===== src/rtl/mux_arb_pkg.sv =====
// mux_arb_pkg: shared encodings for the two-source round-robin packet arbiter.
//   ST_IDLE / ST_GRANT0 / ST_GRANT1 : arbiter FSM state encoding
//   SEL_IN0 / SEL_IN1               : mux select values (0 = in0, 1 = in1)
//   grant_state()                   : maps a select value to its grant state
package mux_arb_pkg;

  localparam logic [1:0] ST_IDLE   = 2'd0;
  localparam logic [1:0] ST_GRANT0 = 2'd1;
  localparam logic [1:0] ST_GRANT1 = 2'd2;

  localparam logic SEL_IN0 = 1'b0;
  localparam logic SEL_IN1 = 1'b1;

  function automatic logic [1:0] grant_state(input logic sel);
    return (sel == SEL_IN1) ? ST_GRANT1 : ST_GRANT0;
  endfunction

endpackage


===== src/rtl/mux_arb_out_reg.sv =====
// mux_arb_out_reg: one-entry valid/ready output register holding data + last.
// Ports:
//   clk, rst        clock, synchronous active-high reset
//   load            an upstream beat is accepted this cycle (only when can_load)
//   in_data/in_last beat to capture on load
//   out_ready       downstream accepts the held beat
//   can_load        register is empty or is being drained this cycle
//   out_valid/out_data/out_last  registered beat toward the sink
module mux_arb_out_reg #(
  parameter int DW = 8
) (
  input  logic          clk,
  input  logic          rst,
  input  logic          load,
  input  logic [DW-1:0] in_data,
  input  logic          in_last,
  input  logic          out_ready,
  output logic          can_load,
  output logic          out_valid,
  output logic [DW-1:0] out_data,
  output logic          out_last
);

  logic          vld_p1;
  logic [DW-1:0] data_p1;
  logic          last_p1;

  assign can_load = !vld_p1 || out_ready;

  // ---- stage p1: registered output beat ----
  // The reset clears the data as well so an in-flight beat is fully discarded.
  always_ff @(posedge clk) begin
    if (rst) begin
      vld_p1  <= 1'b0;
      data_p1 <= '0;
      last_p1 <= 1'b0;
    end else if (load) begin
      vld_p1  <= 1'b1;
      data_p1 <= in_data;
      last_p1 <= in_last;
    end else if (out_ready) begin
      vld_p1  <= 1'b0;
    end
  end

  assign out_valid = vld_p1;
  assign out_data  = data_p1;
  assign out_last  = last_p1;

endmodule


===== src/rtl/mux2_rr_arbiter.sv =====
// mux2_rr_arbiter: packet-granular round-robin arbiter sharing a 2:1 mux
// between sources in0 and in1, feeding one registered output stage.
// Ports:
//   clk, rst                          clock, synchronous active-high reset
//   in0_valid/in0_data/in0_last/in0_ready  source 0 handshake
//   in1_valid/in1_data/in1_last/in1_ready  source 1 handshake
//   out_valid/out_data/out_last/out_ready  sink handshake (registered)
//   s0                                registered mux select (0 = in0, 1 = in1)
//   busy                              high while a grant is held
// Optional feature: define MUX_ARB_HOLD_LIMIT_EN to cut a grant after
// MAX_BEATS accepted beats when the other source is waiting.
module mux2_rr_arbiter
  import mux_arb_pkg::*;
#(
  parameter int DW        = 8,
  parameter int MAX_BEATS = 16
) (
  input  logic          clk,
  input  logic          rst,
  input  logic          in0_valid,
  input  logic [DW-1:0] in0_data,
  input  logic          in0_last,
  output logic          in0_ready,
  input  logic          in1_valid,
  input  logic [DW-1:0] in1_data,
  input  logic          in1_last,
  output logic          in1_ready,
  output logic          out_valid,
  output logic [DW-1:0] out_data,
  output logic          out_last,
  input  logic          out_ready,
  output logic          s0,
  output logic          busy
);

  if (MAX_BEATS < 1) begin : g_bad_max_beats
    $error("MAX_BEATS must be >= 1");
  end

  logic [1:0]    state;
  logic [1:0]    state_nxt;
  logic          ptr;
  logic          sel;
  logic          can_load;
  logic          acc;
  logic          src_last;
  logic          limit_hit;
  logic          pkt_end;
  logic [DW-1:0] mux_data;

  // Only the granted source can see ready, so at most one of these is high.
  assign acc      = (in0_valid && in0_ready) || (in1_valid && in1_ready);
  assign mux_data = (sel == SEL_IN1) ? in1_data : in0_data;
  assign src_last = (sel == SEL_IN1) ? in1_last : in0_last;

`ifdef MUX_ARB_HOLD_LIMIT_EN
  localparam int CW = $clog2(MAX_BEATS + 1);

  logic [CW-1:0] beat_cnt;
  logic [CW:0]   cnt_inc;
  logic          other_valid;

  assign cnt_inc     = {1'b0, beat_cnt} + (CW + 1)'(1);
  assign other_valid = (sel == SEL_IN1) ? in0_valid : in1_valid;
  // Cut only on the beat that reaches the limit, and only if someone is waiting.
  assign limit_hit   = acc && other_valid && (cnt_inc == (CW + 1)'(MAX_BEATS));

  // Saturates at MAX_BEATS so a long uncontended packet cannot wrap.
  always_ff @(posedge clk) begin
    if (rst || state == ST_IDLE) begin
      beat_cnt <= '0;
    end else if (acc && cnt_inc <= (CW + 1)'(MAX_BEATS)) begin
      beat_cnt <= cnt_inc[CW-1:0];
    end
  end
`else
  assign limit_hit = 1'b0;
`endif

  assign pkt_end = acc && (src_last || limit_hit);

  // FSM state register, round-robin pointer and registered select.
  always_ff @(posedge clk) begin
    if (rst) begin
      state <= ST_IDLE;
      ptr   <= SEL_IN0;
      sel   <= SEL_IN0;
    end else begin
      state <= state_nxt;
      if (state == ST_IDLE && state_nxt != ST_IDLE) begin
        sel <= (state_nxt == ST_GRANT1) ? SEL_IN1 : SEL_IN0;
      end
      if (pkt_end) begin
        ptr <= ~sel;
      end
    end
  end

  // Next-state logic; IDLE always lasts at least one cycle between packets.
  always_comb begin
    state_nxt = state;
    case (state)
      ST_IDLE: begin
        if (in0_valid && in1_valid) begin
          state_nxt = grant_state(ptr);
        end else if (in0_valid) begin
          state_nxt = ST_GRANT0;
        end else if (in1_valid) begin
          state_nxt = ST_GRANT1;
        end
      end
      ST_GRANT0, ST_GRANT1: begin
        if (pkt_end) begin
          state_nxt = ST_IDLE;
        end
      end
      default: state_nxt = ST_IDLE;
    endcase
  end

  // Output decode.
  always_comb begin
    in0_ready = 1'b0;
    in1_ready = 1'b0;
    busy      = 1'b0;
    case (state)
      ST_GRANT0: begin
        in0_ready = can_load;
        busy      = 1'b1;
      end
      ST_GRANT1: begin
        in1_ready = can_load;
        busy      = 1'b1;
      end
      default: ;
    endcase
  end

  assign s0 = sel;

  mux_arb_out_reg #(.DW(DW)) u_out_reg (
    .clk       (clk),
    .rst       (rst),
    .load      (acc),
    .in_data   (mux_data),
    .in_last   (src_last || limit_hit),
    .out_ready (out_ready),
    .can_load  (can_load),
    .out_valid (out_valid),
    .out_data  (out_data),
    .out_last  (out_last)
  );

endmodule


===== config.mk =====
export PLATFORM = sky130hd
export DESIGN_NAME = mux2_rr_arbiter
export DESIGN_NICKNAME = d
export VERILOG_FILES = /design/src/rtl/mux_arb_pkg.sv /design/src/rtl/mux_arb_out_reg.sv /design/src/rtl/mux2_rr_arbiter.sv
export SDC_FILE = /design/constraint.sdc
export NUM_CORES = 1
export LEC_CHECK = 0
export ABC_AREA = 1
export CORE_MARGIN = 4
export CORE_UTILIZATION = 44
export CTS_BUF_LIST = sky130_fd_sc_hd__clkbuf_4
export CTS_CLUSTER_DIAMETER = 120
export DETAILED_ROUTE_END_ITERATION = 7
export PLACE_DENSITY = 0.83
export SYNTH_ARGS = -nofsm -noshare
export SYNTH_HDL_FRONTEND = slang
export SYNTH_SLANG_ARGS = --single-unit

===== constraint.sdc =====
create_clock -name clk -period 3.89 [get_ports clk]
set_input_delay 0.5835 -clock clk [delete_from_list [all_inputs] [get_ports clk]]
set_output_delay 0.5835 -clock clk [all_outputs]
set_load 0.05 [all_outputs]

Word level (Yosys, flattened, before mapping)
Index checks and enable logic that the tools add are counted.
{"block": "totals", "reg_bits": 14, "inputBits": 23, "output_inout_bits": 14, "word_cells": 36}
{"block": "classes", "n_eq_ne": 3, "muxes": 14, "bitwise": 1, "reduce_logical": 12}
{"operator": "2-bit two-way mux", "count": 5}
{"operator": "8-bit two-way mux", "count": 1}
{"operator": "1-bit two-way mux", "count": 7}
{"operator": "1-bit logical AND", "count": 5}
{"operator": "2-bit == test (second input constant)", "count": 2}
{"operator": "2-bit case mux with 2 select lines", "count": 1}
{"operator": "2-bit nonzero test", "count": 2}
{"operator": "2-bit by 1-bit == test with 1-bit output (second input constant)", "count": 1}
{"operator": "2-bit logical NOT", "count": 1}
{"operator": "1-bit logical OR", "count": 2}
{"operator": "2-bit OR reduction", "count": 1}
{"operator": "1-bit logical NOT", "count": 1}
{"operator": "1-bit NOT", "count": 1}

Longest topological paths before layout
{"block": "logic_depth", "word_depth": 10, "ltp_mapped": 11, "ltp_nobuf": 11}

By module
Synthesis repeated with hierarchy kept, for this count alone.
{"block": "hier_totals", "cells_unflattened": 119, "hier_area_um2": 813.3}
{"mod": "mux2_rr_arbiter", "n_inst": 1, "cells_per_inst": 76, "area_each_um2": 460.4}
{"mod": "mux_arb_out_reg", "n_inst": 1, "cells_per_inst": 43, "area_each_um2": 352.8}

Worst setup path before layout
Ideal clock, no wire load.
{"block": "synth_timing", "path_type": "input-to-output", "from": "input port out_ready", "to": "output port in0_ready", "arrival_ns": 1.399, "required_ns": 3.306, "setup_slack_ns": 1.907, "cell_stages": 4, "n_path_buf": 0, "cell_sequence": "inv_1 -> nand2_2 -> inv_1 -> nor2_1"}
{"block": "synth_between", "elab_chain_len": 2}
{"item": "start: declaration", "line": "mux2_rr_arbiter.sv:31", "rtl": "input logic out_ready,"}
{"item": "1-bit logical OR", "line": "mux_arb_out_reg.sv:28", "rtl": "assign can_load = !vld_p1 || out_ready;"}
{"item": "1-bit two-way mux", "line": "mux2_rr_arbiter.sv:126", "rtl": "case (state)"}
{"item": "end: declaration", "line": "mux2_rr_arbiter.sv:23", "rtl": "output logic in0_ready,"}
Every way passes these cells.

Worst setup path in the final report
{"block": "layout_timing", "from": "input port out_ready", "to": "output port in1_ready"}
{"block": "layout_between", "elab_chain_len": 2}
{"item": "1-bit logical OR", "line": "mux_arb_out_reg.sv:28"}
{"item": "1-bit two-way mux", "line": "mux2_rr_arbiter.sv:126"}
{"item": "end: declaration", "line": "mux2_rr_arbiter.sv:27", "rtl": "output logic in1_ready,"}
Every way passes these cells.

==> summary.md <==
| Metric | Value |
|---|---|
| Status | `complete, no violations` |
| Placer Congestion | `0.734` |
| CTS sink count | `14` |
| Pleak | `0.000518 uW` |
| Vias in the first global route | `712` |
| Hold Path Depth | `2` |
| Max transition margin | `0.656` |
| Crit Reg-Reg Startpoint | `s0$_SDFFE_PP0P_` |
| Period Utilization, post-route | `0.698` |
| Layout cells sized above 1 | `0.116` |
| Nets | `167` |
| Hold WS | `499 ps` |
| Initial Util | `0.485` |
| Top Ports | `37` |
| Crit path launch type | `primary input` |
| Post-Synthesis Cells | `102` |
| Total GRT Usage | `0.155` |
| Cell Area, Synth | `756 sq um` |
| Setup tns final | `0 ps` |
| Asr flop ratio synth | `0` |
| Core Util, Final | `0.729` |
| Critical Path Fanout Max | `3` |
| First-pass GRT wire length | `2970 microns` |
| Post-layout minimum cycle time | `2710 ps` |
| Crit path DAT | `2130 ps` |
| Routed wire length per instance | `11.6 microns` |
| Setup bufs post-CTS | `0` |
| CP endpoint kind | `output port` |
| Area grow syn2layout | `50.3%` |
| Clock Path Buffers | `2` |
| FF-to-FF setup slack | `2350 ps` |
| Vias per std cell | `4.97` |
| PortBufs | `36` |
| Hold worst-path end | `u_out_reg.out_last$_SDFFE_PP0P_` |
| Worst min-delay path class | `reg -> reg` |
| Die area | `0.00244 sq mm` |
| Antenna Cells | `0` |
| Cell Rows | `14` |
| Drt pass-1 iters | `3` |
| Fill count | `122` |
| Post-Syn Area per Cell | `7.41 sq um` |
| Clk_skew | `3.27 ps` |
| Yosys reg bits | `14` |
| Overall power | `435 uW` |
| Yosys top cell area share | `0.371` |
| Synth warn | `0` |
| FF/Latch Area | `280 sq um` |
| Hold Buf Count CTS | `0` |
| Final hold viol count | `0` |
| Final setup vio count | `0` |
| Pin count of the biggest net entering global routing | `19` |
| Final max-slew violation count | `0` |
| Cell at the root of the clock tree | `clkbuf_4` |
| Crit path required time | `3310 ps` |
| Setup crit start | `out_ready` |
| Die outline width | `49.4 microns` |
| CTS tree | `done` |
| Worst Path Class, Setup | `in -> out` |
| Worst reg-to-reg path cell count | `10` |
| Leading area contributor after synthesis | `dfxtp_1` |
| Maxcap violations | `0` |
| Synth Net Count | `129` |
| Seq/Total Area, Yosys | `0.371` |
| Most frequent cell after synthesis | `nand2_1` |
| Synth area leaders | `dfxtp_1 37%, nand2_1 13%, a31oi_1 6.6%, ha_1 6.6%, o21ai_0 6.6%` |
| GR Overflow Total | `0` |
| R2R Path End | `s0$_SDFFE_PP0P_` |
| DRT Wirelength | `1790 microns` |
| Post-CTS Resized | `0` |
| Post-synth top cells | `26 x nand2_1, 14 x dfxtp_1, 13 x inv_1` |
| Dpl hpwl | `1440 microns` |
| Hold Crit Start | `u_out_reg.out_last$_SDFFE_PP0P_` |
| Drt first-iter violations | `6` |
| Power Density | `383 mW/mm^2` |
| Worst-Margin Slew | `514 ps` |
| Die Y | `49.4 microns` |
| Worst-Skew Late Latency | `270 ps` |
| Num CTS Buffers | `3` |
| RSZ-0062 raised after global routing | `no` |
| H-tree levels | `1` |
| Initial antenna violation count | `0` |
| Number of synthesized flops with an enable pin | `0` |
| Area of the multi-input gates | `400 sq um` |
| DRC errors left | `0` |
| DRT antenna net count | `0` |
| Fmax | `0.369 GHz` |
| Dominant synthesized flop cell | `dfxtp_1` |
| Clock Pin Slew Worst Setup and Hold Paths | `80 ps` |
| Worst VDD drop | `0.254 mV` |
| Library cells used by synthesis | `18` |
| Core region area | `0.00156 sq mm` |
| Via Count | `765` |
==> sequential cells by signal (all words and copies together) (netlist names) <==
register and count:
s0 1, u_out_reg.out_last 1, u_out_reg.out_valid 1, u_out_reg.out_data 8
state 2, ptr 1
==> cell type report <==
class / instances / area share
flip-flops and latches: 14 / 0.247
repair buffers: 36 / 0.317
inverters: 14 / 0.0463
multi-input cells: 71 / 0.352
well taps: 16 / 0.0176
clock buffers: 3 / 0.0198
==> power by group <==
group          switching, uW  internal (uW)
clock                   43.2           35.8
combinational            113           70.7
sequential              13.6            159
total                    169            265
==> cells by family after synthesis <==
logic type | share of synthesized area
fa+ha+maj | 0.0662
flops | 0.371
simple gates | 0.301
compound gates | 0.162
buf+inv | 0.0993
==> critical path, cell delays in order <==
cell and delay (ps):
clkdlybuf4s50_1 460, inv_1 50, nand2_2 80, inv_1 70, nor2_1 90, clkdlybuf4s50_1 810
==> layout by cell type (no fill, tap or decap), types with 2 or more instances in the layout <==
| cell type | count |
|---|---|
| a21oi_1 | 2 |
| nor2_1 | 5 |
| nand3_1 | 2 |
| clkbuf_4 | 3 |
| nand2_1 | 26 |
| clkdlybuf4s50_1 | 36 |
| nand2_4 | 3 |
| nand2_2 | 6 |
| inv_1 | 13 |
| nand3_2 | 3 |
| dfxtp_1 | 14 |
| o21ai_0 | 10 |
| a31oi_1 | 8 |
| ha_1 | 4 |
==> stage by stage <==
step	area (sq um)	worst slack (ps)	instances
3_5_place_dp	1110	1170	151
6_report	1140	1180	154
3_3_place_gp	1110	1220	151
2_1_floorplan	756	1910	102
5_1_grt	1140	1110	154
4_1_cts	1140	1170	154
==> worst max path at each step <==
stage,slack [ps],endpoint,cells past startpoint
5_1_grt,1110,in1_ready,6
3_3_place_gp,1220,in0_ready,6
6_report,1180,in1_ready,6
3_5_place_dp,1170,in0_ready,6
4_1_cts,1170,in0_ready,6
2_1_floorplan,1910,in0_ready,4
==> per-layer routing <==
| layer | global-route usage | part of all wire | up-vias |
|---|---|---|---|
| met4 | 0.0553 | 0 | 0 |
| met2 | 0.279 | 0.49 | 27 |
| met3 | 0.0550 | 0.086 | 0 |
| met5 | 0 | 0 | - |
| met1 | 0.166 | 0.42 | 337 |
| li1 | - | - | 401 |
Power figures use the tool's default switching activity.
